[src/rtl/id_ex.sv]
`default_nettype none
// ============================================================================
//  Module      : id_ex
//  Description : ID/EX pipeline register of the 5-stage 32-bit MIPS pipeline.
//                Captures the decoded control bits, both register-file read
//                operands, the sign-extended immediate and the Rs/Rt/Rd
//                register numbers. It presents them to the execute stage,
//                the forwarding unit and the RegDst mux one cycle later.
//                This is a pure register stage: no stall, flush or
//                combinational path from any input to any output.
//  Revision    : 1.0 - initial release
// ============================================================================
module id_ex #(
    parameter int DATA_W  = 32,
    parameter int REG_W   = 5,
    parameter int ALUOP_W = 2
) (
    input  logic               clk,
    input  logic               rst_n,

    input  logic               RegWrite_in,
    input  logic               MemtoReg_in,
    input  logic               MemRead_in,
    input  logic               MemWrite_in,
    input  logic               RegDst_in,
    input  logic [ALUOP_W-1:0] ALU_Op_in,
    input  logic               ALU_Src_in,
    input  logic [DATA_W-1:0]  Read_Data_1_in,
    input  logic [DATA_W-1:0]  Read_Data_2_in,
    input  logic [DATA_W-1:0]  sign_extend_in,
    input  logic [REG_W-1:0]   IF_ID_Rs_in,
    input  logic [REG_W-1:0]   IF_ID_Rt_in,
    input  logic [REG_W-1:0]   ID_Rd_in,

    output logic               RegWrite_out,
    output logic               MemtoReg_out,
    output logic               MemRead_out,
    output logic               MemWrite_out,
    output logic               RegDst_out,
    output logic [ALUOP_W-1:0] ALU_Op_out,
    output logic               ALU_Src_out,
    output logic [DATA_W-1:0]  Read_Data_1_out,
    output logic [DATA_W-1:0]  Read_Data_2_out,
    output logic [DATA_W-1:0]  sign_extend_out,
    output logic [REG_W-1:0]   ID_EX_Rs_Forward_out,
    output logic [REG_W-1:0]   ID_EX_Rt_Forward_out,
    output logic [REG_W-1:0]   ID_EX_Rs_MUX_out,
    output logic [REG_W-1:0]   ID_EX_Rt_MUX_out
);

    // Control-field registers (WB, MEM and EX groups)
    logic               r_reg_write;
    logic               r_mem_to_reg;
    logic               r_mem_read;
    logic               r_mem_write;
    logic               r_reg_dst;
    logic [ALUOP_W-1:0] r_alu_op;
    logic               r_alu_src;

    // Operand and immediate registers
    logic [DATA_W-1:0]  r_read_data_1;
    logic [DATA_W-1:0]  r_read_data_2;
    logic [DATA_W-1:0]  r_sign_extend;

    // Register-number registers. Rt is held twice on purpose: one copy feeds
    // the forwarding/hazard logic, the other feeds RegDst mux input 0, so each
    // consumer sees its own flop and neither fan-out path is shared.
    logic [REG_W-1:0]   r_rs_forward;
    logic [REG_W-1:0]   r_rt_forward;
    logic [REG_W-1:0]   r_rs_mux;
    logic [REG_W-1:0]   r_rt_mux;

    // Control bits: cleared at once on reset, loaded every rising edge otherwise
    always_ff @(posedge clk or negedge rst_n) begin
        if (!rst_n) begin
            r_reg_write  <= 1'b0;
            r_mem_to_reg <= 1'b0;
            r_mem_read   <= 1'b0;
            r_mem_write  <= 1'b0;
            r_reg_dst    <= 1'b0;
            r_alu_op     <= '0;
            r_alu_src    <= 1'b0;
        end else begin
            r_reg_write  <= RegWrite_in;
            r_mem_to_reg <= MemtoReg_in;
            r_mem_read   <= MemRead_in;
            r_mem_write  <= MemWrite_in;
            r_reg_dst    <= RegDst_in;
            r_alu_op     <= ALU_Op_in;
            r_alu_src    <= ALU_Src_in;
        end
    end

    // Datapath operands: bit-exact copy of the register-file reads and immediate
    always_ff @(posedge clk or negedge rst_n) begin
        if (!rst_n) begin
            r_read_data_1 <= '0;
            r_read_data_2 <= '0;
            r_sign_extend <= '0;
        end else begin
            r_read_data_1 <= Read_Data_1_in;
            r_read_data_2 <= Read_Data_2_in;
            r_sign_extend <= sign_extend_in;
        end
    end

    // Register numbers routed to the forwarding unit and the RegDst mux;
    // register 0 is carried through like any other number
    always_ff @(posedge clk or negedge rst_n) begin
        if (!rst_n) begin
            r_rs_forward <= '0;
            r_rt_forward <= '0;
            r_rs_mux     <= '0;
            r_rt_mux     <= '0;
        end else begin
            r_rs_forward <= IF_ID_Rs_in;
            r_rt_forward <= IF_ID_Rt_in;
            r_rs_mux     <= IF_ID_Rt_in;
            r_rt_mux     <= ID_Rd_in;
        end
    end

    assign RegWrite_out         = r_reg_write;
    assign MemtoReg_out         = r_mem_to_reg;
    assign MemRead_out          = r_mem_read;
    assign MemWrite_out         = r_mem_write;
    assign RegDst_out           = r_reg_dst;
    assign ALU_Op_out           = r_alu_op;
    assign ALU_Src_out          = r_alu_src;
    assign Read_Data_1_out      = r_read_data_1;
    assign Read_Data_2_out      = r_read_data_2;
    assign sign_extend_out      = r_sign_extend;
    assign ID_EX_Rs_Forward_out = r_rs_forward;
    assign ID_EX_Rt_Forward_out = r_rt_forward;
    assign ID_EX_Rs_MUX_out     = r_rs_mux;
    assign ID_EX_Rt_MUX_out     = r_rt_mux;

endmodule
`default_nettype wire

[config.mk]
export PLATFORM = sky130hd
export DESIGN_NAME = id_ex
export DESIGN_NICKNAME = d
export VERILOG_FILES = /design/src/rtl/id_ex.sv
export SDC_FILE = /design/constraint.sdc
export NUM_CORES = 1
export LEC_CHECK = 0
export CAP_MARGIN = 15
export CORE_MARGIN = 10
export CORE_UTILIZATION = 29
export CTS_CLUSTER_SIZE = 25
export DETAILED_ROUTE_END_ITERATION = 7
export PLACE_DENSITY = 0.79
export SYNTH_ARGS = -nofsm -noshare
export SYNTH_HDL_FRONTEND = slang
export SYNTH_SLANG_ARGS = --single-unit
[constraint.sdc]
create_clock -name clk -period 0.8 [get_ports clk]
set_input_delay 0.24 -clock clk [delete_from_list [all_inputs] [get_ports clk]]
set_output_delay 0.24 -clock clk [all_outputs]
set_load 0.01 [all_outputs]
Word-level counts from Yosys, hierarchy flattened
Index checks and enable logic that the tools add are counted.
{ "totals": {"ff_bits": 119, "out_inout_bits": 124} }

Longest topological paths before layout
{ "depth": {"ltp_word": 0, "ltp_mapped": 1, "ltp_nobuf": 0} }

Worst setup path after synthesis
No wires, ideal clock.
{ "synth_path": {"path_type": "register to output", "from": "reg ID_EX_Rs_MUX_out[0] (netlist name)", "to": "out ID_EX_Rt_Forward_out[0]", "t_arrival_ns": 0.539, "t_required_ns": 0.560, "setup_slack_ns": 0.021, "stages_incl_launch_ff": 2, "path_buffers": 1, "cell_sequence": "dfrtp_1 > buf_4"} }
{ "synth_lines": {"columns": ["item", "line_no", "text"], "rows": [
  ["end, declared", "46", "output logic [REG_W-1:0] ID_EX_Rt_Forward_out,"]
]} }

Final worst setup path
{ "layout_path": {"from": "reg r_rs_mux[4] (netlist: ID_EX_Rs_MUX_out[4])", "to": "out ID_EX_Rs_MUX_out[4]"} }
{ "layout_lines": {"columns": ["item", "line_no", "text"], "rows": [
  ["start, declared", "70", "logic [REG_W-1:0] r_rs_mux;"],
  ["start signal, assigned", "118", "r_rs_mux <= IF_ID_Rt_in;"],
  ["end, declared", "47", "output logic [REG_W-1:0] ID_EX_Rs_MUX_out,"]
]} }
No word-level cell between the ends.

==> impl_metrics.env <==
export IMPL_status="finished with violations"
export IMPL_violations="setup timing"
export IMPL_final_core_util_pct=59.2
export IMPL_cp_slowest_cell="dfrtp_1"
export IMPL_fin_ws_ns=-0.474
export IMPL_grt_pass1_vias=2406
export IMPL_internal_power_w=0.0119
export IMPL_wirelength_um=10800
export IMPL_clk_pin_slew_ns=0.05
export IMPL_dp_hpwl_um=8870
export IMPL_cp_data_arrival_time_ns=1.03
export IMPL_drive_gt1_share_pct=40.0
export IMPL_viasPerCell=3.83
export IMPL_use_met2_pct=25.9
export IMPL_rsz0062_at_grt="true"
export IMPL_fin_nets=510
export IMPL_max_freq_mhz=785
export IMPL_dr_pass1_iters=3
export IMPL_core_area_um2=10200
export IMPL_combPwrFrac_pct=9.9
export IMPL_cts_setup_buffers=0
export IMPL_worst_pin_slew_ns=0.277
export IMPL_grt_start_max_net_pins=34
export IMPL_total_power_w=0.0151
export IMPL_yosysTopAreaCell="dfrtp_1"
export IMPL_die_height_um=122
export IMPL_ys_types=2
export IMPL_pre_cts_ws_ns=-0.352
export IMPL_num_vias=2062
export IMPL_final_cells=538
export IMPL_ant_nets=0
export IMPL_drt_iter0_drc=64
export IMPL_fp_row_count=37
export IMPL_end_kind="primary output"
export IMPL_path_delay_family="flip-flops"
export IMPL_worstPathCellList="buf_2"
export IMPL_start_util_pct=29.5
export IMPL_cts_tree="built"
export IMPL_use_met3_pct=7.08
export IMPL_hp_class="input pin to asynchronous set/reset pin"
export IMPL_finalCriticalPeriod_ns=1.27
export IMPL_slew_headroom_pct=81.5
export IMPL_die_area_um2=14900
export IMPL_grt_busiest_layer="met2"
export IMPL_antenna_found_initial=0
export IMPL_io_pins=245
export IMPL_synthCells=124
export IMPL_power_density_nw_per_um2=2490
export IMPL_grtUsageTotal_pct=14.3
export IMPL_antenna_cells=0
export IMPL_worst_path_buf_inv=1
export IMPL_port_buffers=244
export IMPL_netlist_area_um2=3020
export IMPL_grt_pass1_wl_um=15400
export IMPL_maxSlewViolCount=0
export IMPL_ys_top_cells_by_area="dfrtp_1 99%, buf_4 1.2%"
export IMPL_htree_levels=4
export IMPL_crit_fanout=2
export IMPL_cts_buffer_depth=2
export IMPL_switchingPower_w=0.00321
export IMPL_final_cell_mix="119 x dfrtp_1, 119 x clkdlybuf4s50_1, 67 x buf_6"
export IMPL_cp_start_kind="flip-flop"
export IMPL_dp_cells=505
export IMPL_peakVddDrop_uv=1180
export IMPL_finalCritPeriodShare_pct=159
export IMPL_crit_type="flip-flop to primary output"
export IMPL_synth_yosys_seq_area_share_pct=98.8
export IMPL_cts_num_sinks=119
export IMPL_cts_buffers=17
export IMPL_fin_hold_ws_ns=0.157
export IMPL_ys_warnings_count=0
export IMPL_synth_seq_cells=119
export IMPL_seqPwrFrac_pct=42.7
export IMPL_required_ns=0.56
export IMPL_post_drt_wl_per_cell_um=20.1
export IMPL_drv_cap=0
export IMPL_syn_nets=245
export IMPL_synth_top_area_share_pct=98.8
export IMPL_die_w_um=122
export IMPL_route_detailed_drc=0
export IMPL_gp_congestion=0.752
export IMPL_synth_avg_cell_area_um2=24.3
export IMPL_num_multi_input_gates=0
export IMPL_hold_violations=0
export IMPL_grt_ovfl_total=0
export IMPL_multi_input_area_um2=0
export IMPL_cts_root_buf="clkbuf_8"
export IMPL_p_leak_nw=2.81
export IMPL_fillers=805
export IMPL_grt_met1_usage_pct=13.5
export IMPL_clockPowerShare_pct=47.3
export IMPL_syn_to_final_growth_pct=101
export IMPL_power_share_switching_pct=21.3
export IMPL_max_stage_delay_ns=0.39
export IMPL_finalSetupViolations=124
==> power by group through the flow <==
stage	Clock (W)	Sequential (W)	Combinational [W]
global placement	0	0.00651	0.00162
CTS	0.00734	0.00644	0.00146
finish	0.00715	0.00645	0.00150
floorplan	0	0.00669	0.0000252
detailed placement	0	0.00653	0.00164
global route	0.00769	0.00647	0.00160
==> cell type report <==
cell class | count | area [µm²] | share of cell area [%]
repair buffers | 251 | 2330 | 38.5
clock inverters | 11 | 124 | 2.05
flip-flops and latches | 119 | 2980 | 49.2
well taps | 136 | 170 | 2.81
clock buffers | 21 | 449 | 7.42
==> cells by family (layout without fill, tap and decap cells) <==
group	after synthesis	in the layout	share of synthesized area, %
flops	119	119	98.8
buf+inv	5	283	1.24
==> layer usage <==
layer	vias to the layer above	part of all wire (%)
met5	-	0
met4	0	1.1
met3	10	11
met2	128	56
met1	1007	32
li1	917	-
==> registers in the layout (all words and copies together), names as in the netlist <==
name / flops
Read_Data_2_out: 32
ALU_Src_out: 1
MemWrite_out: 1
ID_EX_Rs_MUX_out: 5
sign_extend_out: 32
Read_Data_1_out: 32
MemtoReg_out: 1
ID_EX_Rs_Forward_out: 5
RegDst_out: 1
MemRead_out: 1
ID_EX_Rt_MUX_out: 5
RegWrite_out: 1
ALU_Op_out: 2
==> metrics by stage <==
step	TNS, ns	area (µm²)
after floorplan	0	3020
after global placement	-35.58	5670
after global routing	-60.29	6050
after CTS	-57.91	5880
after detailed placement	-36.74	5670
final	-53.62	6050
==> worst max-delay path by stage <==
stage | startpoint | to | cells after the start
2_1_floorplan | ID_EX_Rs_MUX_out[0] | ID_EX_Rt_Forward_out[0] | 1
3_3_place_gp | Read_Data_1_out[25] | Read_Data_1_out[25] | 1
3_5_place_dp | ID_EX_Rs_MUX_out[4] | ID_EX_Rs_MUX_out[4] | 1
4_1_cts | ID_EX_Rs_MUX_out[4] | ID_EX_Rs_MUX_out[4] | 1
5_1_grt | ID_EX_Rs_MUX_out[4] | ID_EX_Rt_Forward_out[4] | 1
6_report | ID_EX_Rs_MUX_out[4] | ID_EX_Rs_MUX_out[4] | 1
==> Yosys cell counts, drive strengths merged <==
cell   count
dfrtp    119
buf        5
==> what timing repair did <==
action | 4_1_cts | 5_1_grt
hold buffers | 1 | 0
pin swaps | 0 | 0
hold endpoints to repair | 119 | 0
resized for setup | 545 | 27
endpoints found under the setup margin | 124 | 124
Note: power is estimated with default switching activity, not from simulation.
